--- src/rtl/imm_decode_stage.sv ---
// imm_decode_stage: registered RV32I immediate decoder with a valid/ready
// handshake and a two-entry (main + skid) output buffer. Also counts illegal
// opcodes that leave the stage, saturating at the counter maximum.
module imm_decode_stage #(
  parameter int XLEN  = 32,
  parameter int CNT_W = 16
) (
  input  logic             clk,
  input  logic             rst,
  input  logic             flush,
  input  logic             in_valid,
  output logic             in_ready,
  input  logic [31:0]      in_inst,
  input  logic [XLEN-1:0]  in_pc,
  output logic             out_valid,
  input  logic             out_ready,
  output logic [31:0]      out_inst,
  output logic [XLEN-1:0]  out_pc,
  output logic [XLEN-1:0]  out_imm,
  output logic [2:0]       out_fmt,
  output logic             out_illegal,
  output logic [CNT_W-1:0] illegal_cnt
);

  typedef enum logic [2:0] {
    FMT_R     = 3'd0,
    FMT_I     = 3'd1,
    FMT_S     = 3'd2,
    FMT_B     = 3'd3,
    FMT_U     = 3'd4,
    FMT_J     = 3'd5,
    FMT_SHAMT = 3'd6
  } fmt_e;

  typedef struct packed {
    logic [31:0]     inst;
    logic [XLEN-1:0] pc;
    logic [XLEN-1:0] imm;
    fmt_e            fmt;
    logic            illegal;
  } entry_t;

  entry_t            dec;
  entry_t            main_q;
  entry_t            skid_q;
  logic              main_valid;
  logic              skid_valid;
  logic [CNT_W-1:0]  cnt;
  logic              in_xfer;
  logic              out_xfer;

  // in_ready depends only on the skid register, never on out_ready.
  assign in_ready    = !skid_valid;
  assign in_xfer     = in_valid && in_ready;
  assign out_xfer    = main_valid && out_ready;

  assign out_valid   = main_valid;
  assign out_inst    = main_q.inst;
  assign out_pc      = main_q.pc;
  assign out_imm     = main_q.imm;
  assign out_fmt     = main_q.fmt;
  assign out_illegal = main_q.illegal;
  assign illegal_cnt = cnt;

  // Decode the incoming word into format, sign-extended immediate and legality.
  always_comb begin
    dec.inst    = in_inst;
    dec.pc      = in_pc;
    dec.imm     = '0;
    dec.fmt     = FMT_R;
    dec.illegal = 1'b0;
    case (in_inst[6:0])
      7'b0010011: begin
        if (in_inst[13:12] == 2'b01) begin
          dec.fmt      = FMT_SHAMT;
          dec.imm[4:0] = in_inst[24:20];
          if (XLEN == 64) dec.imm[5] = in_inst[25];
        end else begin
          dec.fmt = FMT_I;
          dec.imm = XLEN'($signed(in_inst[31:20]));
        end
      end
      7'b0000011, 7'b1100111, 7'b1110011: begin
        dec.fmt = FMT_I;
        dec.imm = XLEN'($signed(in_inst[31:20]));
      end
      7'b0100011: begin
        dec.fmt = FMT_S;
        dec.imm = XLEN'($signed({in_inst[31:25], in_inst[11:7]}));
      end
      7'b1100011: begin
        dec.fmt = FMT_B;
        dec.imm = XLEN'($signed({in_inst[31], in_inst[7], in_inst[30:25],
                                 in_inst[11:8], 1'b0}));
      end
      7'b0110111, 7'b0010111: begin
        dec.fmt = FMT_U;
        dec.imm = XLEN'($signed({in_inst[31:12], 12'b0}));
      end
      7'b1101111: begin
        dec.fmt = FMT_J;
        dec.imm = XLEN'($signed({in_inst[31], in_inst[19:12], in_inst[20],
                                 in_inst[30:21], 1'b0}));
      end
      7'b0110011, 7'b0001111: begin
        dec.fmt = FMT_R;
      end
      default: begin
        dec.illegal = 1'b1;
      end
    endcase
  end

  // Main/skid buffer: skid only fills when main is stalled, and drains into main first.
  always_ff @(posedge clk) begin
    if (rst) begin
      main_valid <= 1'b0;
      skid_valid <= 1'b0;
      main_q     <= '0;
      skid_q     <= '0;
    end else if (flush) begin
      main_valid <= 1'b0;
      skid_valid <= 1'b0;
    end else if (out_xfer) begin
      if (skid_valid) begin
        main_q     <= skid_q;
        skid_valid <= 1'b0;
      end else if (in_xfer) begin
        main_q <= dec;
      end else begin
        main_valid <= 1'b0;
      end
    end else if (in_xfer) begin
      if (!main_valid) begin
        main_q     <= dec;
        main_valid <= 1'b1;
      end else begin
        skid_q     <= dec;
        skid_valid <= 1'b1;
      end
    end
  end

  // Saturating count of illegal entries leaving the stage; flush does not clear it.
  always_ff @(posedge clk) begin
    if (rst) begin
      cnt <= '0;
    end else if (out_xfer && main_q.illegal && (cnt != '1)) begin
      cnt <= cnt + CNT_W'(1);
    end
  end

endmodule
--- config.mk ---
export PLATFORM = sky130hd
export DESIGN_NAME = imm_decode_stage
export DESIGN_NICKNAME = d
export VERILOG_FILES = /design/src/rtl/imm_decode_stage.sv
export SDC_FILE = /design/constraint.sdc
export NUM_CORES = 1
export LEC_CHECK = 0
export ABC_AREA = 1
export CAP_MARGIN = 30
export CORE_MARGIN = 2
export CORE_UTILIZATION = 45
export DETAILED_ROUTE_END_ITERATION = 6
export HOLD_SLACK_MARGIN = 0.15
export MAX_ROUTING_LAYER = met4
export PLACE_DENSITY = 0.72
export SLEW_MARGIN = 20
export SYNTH_ARGS = -nofsm -noshare
export SYNTH_HDL_FRONTEND = slang
export SYNTH_SLANG_ARGS = --single-unit
--- constraint.sdc ---
create_clock -name clk -period 3.85 [get_ports clk]
set_input_delay 0.77 -clock clk [delete_from_list [all_inputs] [get_ports clk]]
set_output_delay 0.77 -clock clk [all_outputs]
set_load 0.02 [all_outputs]
**After elaboration in Yosys (flattened, before gate mapping)**

Cells that the tools add are included.
W data, S select, Z words.

- Add/subtract/negate cells: 1
- Equal/unequal tests: 16
- Multiplexer cells: 14
- Bitwise operators: 2
- Reduce and logical (&&, ||, !) cells: 16

Operator list:

| kind | number |
|---|---|
| $mux W100 | 5 |
| $pmux W32 S6 | 1 |
| $eq A7 B7 Y1 const B | 4 |
| $mux W27 | 1 |
| $eq A7 B6 Y1 const B | 3 |
| $pmux W3 S6 | 1 |
| $add A16 B1 Y16 const B | 1 |
| $ne A16 B16 Y1 const B | 1 |
| $eq A7 B5 Y1 const B | 2 |
| $reduce_or A11 Y1 | 1 |
| $reduce_and A4 Y1 | 2 |
| $eq A7 B2 Y1 const B | 1 |
| $eq A7 B4 Y1 const B | 1 |
| $reduce_or A3 Y1 | 2 |
| $mux W1 | 5 |
| $logic_and A1 B1 Y1 | 4 |
| $ne A2 B2 Y1 const B | 2 |
| $reduce_bool A2 Y1 | 2 |
| $reduce_or A2 Y1 | 2 |
| $mux W3 | 1 |
| $reduce_and A3 Y1 | 1 |
| $eq A2 B1 Y1 const B | 1 |
| $ne A2 B1 Y1 const B | 1 |
| $not A1 Y1 | 2 |
| 2 further kinds | 2 |

- Register bits: 218
- Input bits: 69
- Output and inout port bits: 118
- Word-level logic and storage cells: 62

**Logic depth before layout (Yosys ltp)**

Gate-level depths: netlist (run 1).

- Depth after elaboration: 6
- Gate-level depth with buffers: 11

**Worst setup path after synthesis (run 1)**

OpenSTA, ideal clock, no wires.

- Kind: input to register
- From: input port in_inst[6]
- To: register skid_q[11] in the netlist's numbering
- Data arrival time: 1691 ps
- Required time: 3728 ps
- Slack: 2038 ps
- Stages on the path: 10
- Buffers on the path: 2
- Path through: buf_4 > inv_2 > nor2_2 > nand2_1 > nand2_1 > nor2_1 > nand3_2 > buf_6 > nand2_1 > a21oi_2

- Word-level cells in the longest chain between the ends: 3
- Elaborated cells between the ends (all ways): 12

Ends and longest elaborated chain:

| what | RTL line | text |
|---|---|---|
| from (decl) | 13 | `input logic [31:0] in_inst,` |
| $eq A7 B2 Y1, or another cell as far along | 72 | `case (in_inst[6:0])` |
| $reduce_or A3 Y1 / $reduce_or A2 Y1 (equally long branches) | 72 |  |
| $pmux W32 S6 (*) | 72 |  |
| to (signal assigned) | 120 | `skid_q <= '0;` |
| to (signal assigned) | 138 | `skid_q <= dec;` |
| to (decl) | 45 | `entry_t skid_q;` |

Every way passes the cells marked *; elsewhere a longest branch is shown, timed or not.
A chain may end at the register's enable or synchronous reset.

**Final worst setup path (run 1)**

- From: input port in_inst[6]
- To: register main_q (netlist bit out_imm[30])

- Word-level cells in the longest chain between the ends: 6
- Elaborated cells between the ends (all ways): 17

Ends and longest elaborated chain:

| what | RTL line | text |
|---|---|---|
| $eq A7 B2 Y1, or another cell as far along | 72 |  |
| $reduce_or A3 Y1 / $reduce_or A2 Y1 (equally long branches) | 72 |  |
| $pmux W32 S6 (*) | 72 |  |
| $mux W100, on equally long branches | 134, 128 |  |
| $mux W100, on equally long branches | 133, 125 |  |
| $mux W100 (*) | 124 | `end else if (out_xfer) begin` |
| to (signal assigned) | 126 | `main_q <= skid_q;` |
| to (decl) | 44 | `entry_t main_q;` |

Every way passes the cells marked *; elsewhere a longest branch is shown, timed or not. The select of a mux whose other input is x is not followed.

==> results of run 1 <==
layout make-up:
type | instances | area (sq um)
Clock buffer | 35 | 713
Clock inverter | 5 | 52.6
Fill cell | 1944 | 8750
Inverter | 54 | 213
Multi-Input combinational cell | 937 | 4670
Sequential cell | 218 | 4360
Tap cell | 275 | 344
Timing Repair Buffer | 199 | 2050
worst min-delay path, cell delays in order (launching register included):
cell,delay (ns)
dfxtp_1,0.31
nand2_1,0.06
a31oi_1,0.07
stage by stage:
| stage | utilization [%] | instances | setup WS [ns] | cell area [sq um] |
|---|---|---|---|---|
| 6_report | 58.7 | 1723 | 1.22 | 12400 |
| 5_1_grt | 58.7 | 1723 | 1.04 | 12400 |
| 4_1_cts | 58.6 | 1722 | 1.23 | 12400 |
| 3_5_place_dp | 54.9 | 1682 | 0.702 | 11600 |
| 3_3_place_gp | 54.8 | 1681 | 0.733 | 11600 |
| 2_1_floorplan | - | 1310 | 2.04 | 9760 |
kinds of logic after synthesis:
family / Yosys count / synth area share, %
simple gates: 527 / 24.2
compound gates: 399 / 22.4
flops: 218 / 44.7
buf+inv: 155 / 7.65
xor+xnor: 10 / 0.897
fa+ha+maj: 1 / 0.128
synth_stat cells:
cell / count / area share (%)
a21oi_1: 95 / 4.9
nand3b_1: 1 / 0.077
nand3_1: 41 / 2.1
a31oi_1: 64 / 4.1
nand4_1: 1 / 0.064
o21ai_0: 142 / 7.3
inv_1: 41 / 1.6
a21oi_2: 28 / 2.5
nand2_1: 236 / 9.1
buf_2: 41 / 2.1
nor2_4: 2 / 0.23
xor2_1: 8 / 0.72
nor2_2: 13 / 0.83
nand3_4: 1 / 0.18
a22oi_1: 1 / 0.077
nand2_2: 9 / 0.58
buf_6: 9 / 1.0
xnor2_1: 2 / 0.18
nand3_2: 28 / 2.9
nor3_2: 1 / 0.10
inv_2: 12 / 0.46
buf_4: 12 / 0.92
nand4_2: 1 / 0.13
nor2_8: 1 / 0.21
o21ai_2: 1 / 0.090
ha_1: 1 / 0.13
clkbuf_1: 37 / 1.4
nand2_4: 3 / 0.35
buf_1: 2 / 0.077
nor3_1: 10 / 0.51
clkinv_2: 1 / 0.051
dfxtp_1: 218 / 45
nor2_1: 179 / 6.9
o21ai_1: 68 / 3.5
worst max path at each step:
| stage | start | end | slack (ns) | cells after the start |
|---|---|---|---|---|
| after detailed placement | in_inst[6] | out_imm[25] | 0.70 | 9 |
| after global routing | in_inst[6] | out_imm[30] | 1.04 | 9 |
| after floorplan | in_inst[6] | skid_q[11] | 2.04 | 10 |
| after global placement | in_inst[6] | out_imm[11] | 0.73 | 9 |
| final | in_inst[6] | out_imm[30] | 1.22 | 9 |
| after CTS | in_inst[6] | out_imm[25] | 1.23 | 9 |
registers in the layout, summed over array words and instances, names as in the netlist:
name and count:
skid_q 100, out_valid 1, out_inst 32, illegal_cnt 16, skid_valid 1, out_pc 32, out_illegal 1, out_fmt 3
out_imm 32
per-layer routing:
| metal | global-route usage, % | part of all wire [%] | vias to the layer above |
|---|---|---|---|
| met2 | 38.1 | 47 | 284 |
| li1 | - | - | 4627 |
| met4 | 5.14 | 1.8 | 0 |
| met3 | 3.01 | 6.3 | 36 |
| met5 | - | 0 | - |
| met1 | 32.6 | 45 | 4384 |
where the power goes:
part	total, uW	internal [uW]	switching, uW	leakage, uW
logic	630	278	352	0.00283
clock network	2250	1340	914	0.000376
registers	2400	2350	54.4	0.00178
total	5280	3960	1320	0.00498
==> impl_metrics.json, run 1 <==
{
  "vias_per_cell": 5.42,
  "critPathSlowestCell": "clkdlybuf4s50_1",
  "slew_violations": 0,
  "crit_required_ns": 4.30,
  "cts_max_level": 1,
  "mostFrequentLayoutCell": "nand2_1",
  "die_w_um": 151,
  "grt_pass1_vias": 8434,
  "place.gp.congestion": 0.888,
  "max-cap-violations": 0,
  "fmax_mhz": 380,
  "ys_ff_latch": 218,
  "die_area_sq_um": 22900,
  "max_stage_delay_ns": 0.67,
  "layout_common_cells": "236 x nand2_1, 218 x dfxtp_1, 186 x clkdlybuf4s50_1",
  "path_buf_inv": 2,
  "drt_wl_total_um": 27300,
  "antenna_found_initial": 0,
  "ctsHoldBuffers": 0,
  "path_class": "input port to flop",
  "rrSetupSlack_ns": 1.57,
  "worst_slew_pin_slew_ns": 0.763,
  "via_count": 9331,
  "powerDensity_nw_per_um2": 426,
  "crit_path_start_kind": "input port",
  "worst-path-max-fanout": 21,
  "grt_usage_pct": 23.9,
  "hold_depth": 2,
  "cts_buffers": 24,
  "grt_pass1_wl_um": 43200,
  "timing.rr.end": "out_pc[25]",
  "dpl.hpwl_um": 16800,
  "yosysSeqAreaShare_pct": 44.7,
  "diodes": 0,
  "rsz0062_at_grt": "false",
  "syn_area_sq_um": 9760,
  "overflow": 0,
  "synth.distinct_cells": 34,
  "endpoint_kind": "flop",
  "min_to": "out_inst[14]",
  "cts_root_buffer": "clkbuf_16",
  "dieHeight_um": 151,
  "syn_avg_cell_area_sq_um": 7.45,
  "power_uw": 5280,
  "clkSinkCount": 218,
  "io_pins": 187,
  "fin_worst_skew_ns": 0.0126,
  "drt_first_iter_violations": 678,
  "min_period_ns": 2.63,
  "cts_resized": 0,
  "cts_buffer_depth": 3,
  "r2r_start": "out_valid",
  "setup_violations": 0,
  "status": "finished, final reports clean",
  "final.setup.tns_ns": 0,
  "cts_tree": "yes",
  "postSynthCellCount": 1310,
  "arrival_ns": 3.08,
  "p_leak_uw": 0.00498,
  "drc_errors": 0,
  "coreArea_sq_um": 21200,
  "area_delta_synth_final_pct": 27.1,
  "relSlewSlack_pct": 49.1,
  "portBuffers": 186,
  "synth_nets": 1380,
  "nNetsFinal": 1504,
  "ys.warnings.count": 0,
  "hp-start": "skid_q[82]",
  "path_delay_family": "simple AND/OR/NAND/NOR gates",
  "worst_skew_pair.late_latency_ns": 0.52,
  "dr.pass1.iters": 6,
  "grt_max_degree": 104,
  "whs_ns": 0.471,
  "clk_pin_slew_worst_paths_ns": 0.06,
  "postRouteAntennaNets": 0,
  "peakVddDrop_mv": 0.245,
  "post_cts_buffers": 0,
  "reg2reg_depth": 7,
  "hold_violations": 0,
  "drive_above_1_share_pct": 10.4,
  "wire_per_inst_um": 15.9,
  "crit_chain": "clkdlybuf4s50_1 > inv_2 > nor2_2 > nand2_1 > nand3_2 > nand2_2 > nand3_2 > nand2_1 > a21oi_2",
  "rows": 53,
  "hold_path_class": "flop to flop",
  "start_util_pct": 46.1,
  "period_share_pct": 68.4
}
No activity file was read; power rests on OpenSTA's default activity.
==> run 2: changes to the inputs <==
- PLACE_DENSITY: 0.72 -> 0.74
- clock period: 3.85 -> 2.2 ns (I/O delays scaled with it)
==> impl_metrics.json, run 2 (synthesis results as in run 1) <==
{
  "hold_path_class": "flop to flop",
  "power_uw": 9700,
  "slew_violations": 0,
  "area_delta_synth_final_pct": 30.8,
  "powerDensity_nw_per_um2": 759,
  "status": "finished, final reports clean",
  "endpoint_kind": "primary output",
  "io_pins": 187,
  "max-cap-violations": 0,
  "dr.pass1.iters": 5,
  "fin_worst_skew_ns": 0.00890,
  "postRouteAntennaNets": 0,
  "cts_buffer_depth": 3,
  "drt_wl_total_um": 27500,
  "nNetsFinal": 1526,
  "antenna_found_initial": 0,
  "cts_max_level": 1,
  "vias_per_cell": 5.40,
  "worst_slew_pin_slew_ns": 0.442,
  "drive_above_1_share_pct": 12.0,
  "max_stage_delay_ns": 0.68,
  "worst_skew_pair.late_latency_ns": 0.52,
  "p_leak_uw": 0.00517,
  "layout_common_cells": "236 x nand2_1, 218 x dfxtp_1, 186 x clkdlybuf4s50_1",
  "critPathSlowestCell": "clkdlybuf4s50_1",
  "crit_chain": "clkdlybuf4s50_1",
  "worst-path-max-fanout": 5,
  "rsz0062_at_grt": "false",
  "cts_tree": "yes",
  "regMostFlops": "skid_q",
  "place.gp.congestion": 0.932,
  "post_cts_buffers": 0,
  "dpl.hpwl_um": 17300,
  "portBuffers": 186,
  "diodes": 0,
  "cts_buffers": 24,
  "clk_pin_slew_worst_paths_ns": 0.06,
  "overflow": 0,
  "crit_required_ns": 1.76,
  "coreArea_sq_um": 21200,
  "min_period_ns": 2.07,
  "drt_first_iter_violations": 748,
  "setup_violations": 0,
  "relSlewSlack_pct": 70.5,
  "via_count": 9436,
  "mostFrequentLayoutCell": "nand2_1",
  "hp-start": "skid_q[47]",
  "min_to": "out_pc[11]",
  "clkSinkCount": 218,
  "fmax_mhz": 484,
  "dieHeight_um": 151,
  "drc_errors": 0,
  "grt_pass1_wl_um": 44500,
  "rrSetupSlack_ns": 0.46,
  "arrival_ns": 1.63,
  "ctsHoldBuffers": 0,
  "grt_usage_pct": 24.4,
  "reg2reg_depth": 10,
  "period_share_pct": 93.9,
  "hold_depth": 2,
  "timing.rr.end": "illegal_cnt[6]",
  "path_delay_family": "buffers and inverters",
  "whs_ns": 0.478,
  "cts_resized": 0,
  "cts_root_buffer": "clkbuf_16",
  "grt_pass1_vias": 8834,
  "rows": 53,
  "path_class": "flop to primary output",
  "wire_per_inst_um": 15.7,
  "path_buf_inv": 1,
  "grt_max_degree": 107,
  "start_util_pct": 46.1,
  "hold_violations": 0,
  "crit_path_start_kind": "flop",
  "r2r_start": "illegal_cnt[0]",
  "die_area_sq_um": 22900,
  "die_w_um": 151,
  "largest_register_ffs": 100,
  "peakVddDrop_mv": 0.568
}
run 2: cell types whose count changed in the layout (fill, tap and decap cells not counted):
cell,delta
bufinv_16,+4
buf_16,-1
clkinv_4,+2
clkinv_2,+2
buf_12,+10
buf_4,+13
clkbuf_1,-2
clkinvlp_4,-1
clkbuf_8,-3
run 2: where the power goes:
part / switching [uW] / internal [uW] / leakage [uW] / total (uW)
clock network: 1640 / 2720 / 0.000424 / 4360
registers: 94.0 / 4100 / 0.00178 / 4200
logic: 625 / 513 / 0.00297 / 1140
run 2: area by class of cell:
type,count,area [sq um]
Clock buffer,30,664
Tap cell,275,344
Clock inverter,12,193
Fill cell,1908,8390
Sequential cell,218,4360
Multi-Input combinational cell,937,4670
Timing Repair Buffer,221,2320
Inverter,54,213
run 2: worst max-delay path by stage:
stage / end / start / depth (start not counted)
3_5_place_dp: skid_q[13] / in_inst[4] / 10
2_1_floorplan: illegal_cnt[11] / illegal_cnt[0] / 9
4_1_cts: out_valid / out_valid / 1
6_report: out_valid / out_valid / 1
3_3_place_gp: skid_q[11] / in_inst[4] / 10
5_1_grt: out_valid / out_valid / 1
run 2: per-stage QoR:
stage	util, %	TNS (ns)	worst slack [ns]	std cells	area (sq um)
after CTS	60.4	0	0.0991	1747	12800
final	60.4	0	0.134	1747	12800
after detailed placement	56.3	-0.836	-0.0819	1705	11900
after global routing	60.4	0	0.0737	1747	12800
after floorplan	-	0	0.478	1310	9760
after global placement	56.3	-0.119	-0.0198	1705	11900
run 2: metal layers:
layer	vias to the layer above	part of all wire, %	GRT usage, %
met5	-	0	-
li1	4667	-	-
met1	4370	46	33.0
met4	0	2.2	5.98
met3	45	7.0	3.07
met2	354	45	39.1
run 2: worst reg2reg max path: stages (launching register included):
cell	delay, ns
dfxtp_1	0.42
ha_1	0.25
nand3_1	0.17
nor3_2	0.19
nand3_1	0.13
nand2_2	0.10
inv_2	0.12
nand2_1	0.10
nand2_1	0.06
nand2_1	0.05
nor2_1	0.04
==> run 3: changes to the inputs <==
- SKIP_CTS_REPAIR_TIMING: unset -> 1
==> results of run 3 <==
The final DEF is identical to that of run 2; final timing and power are the same.
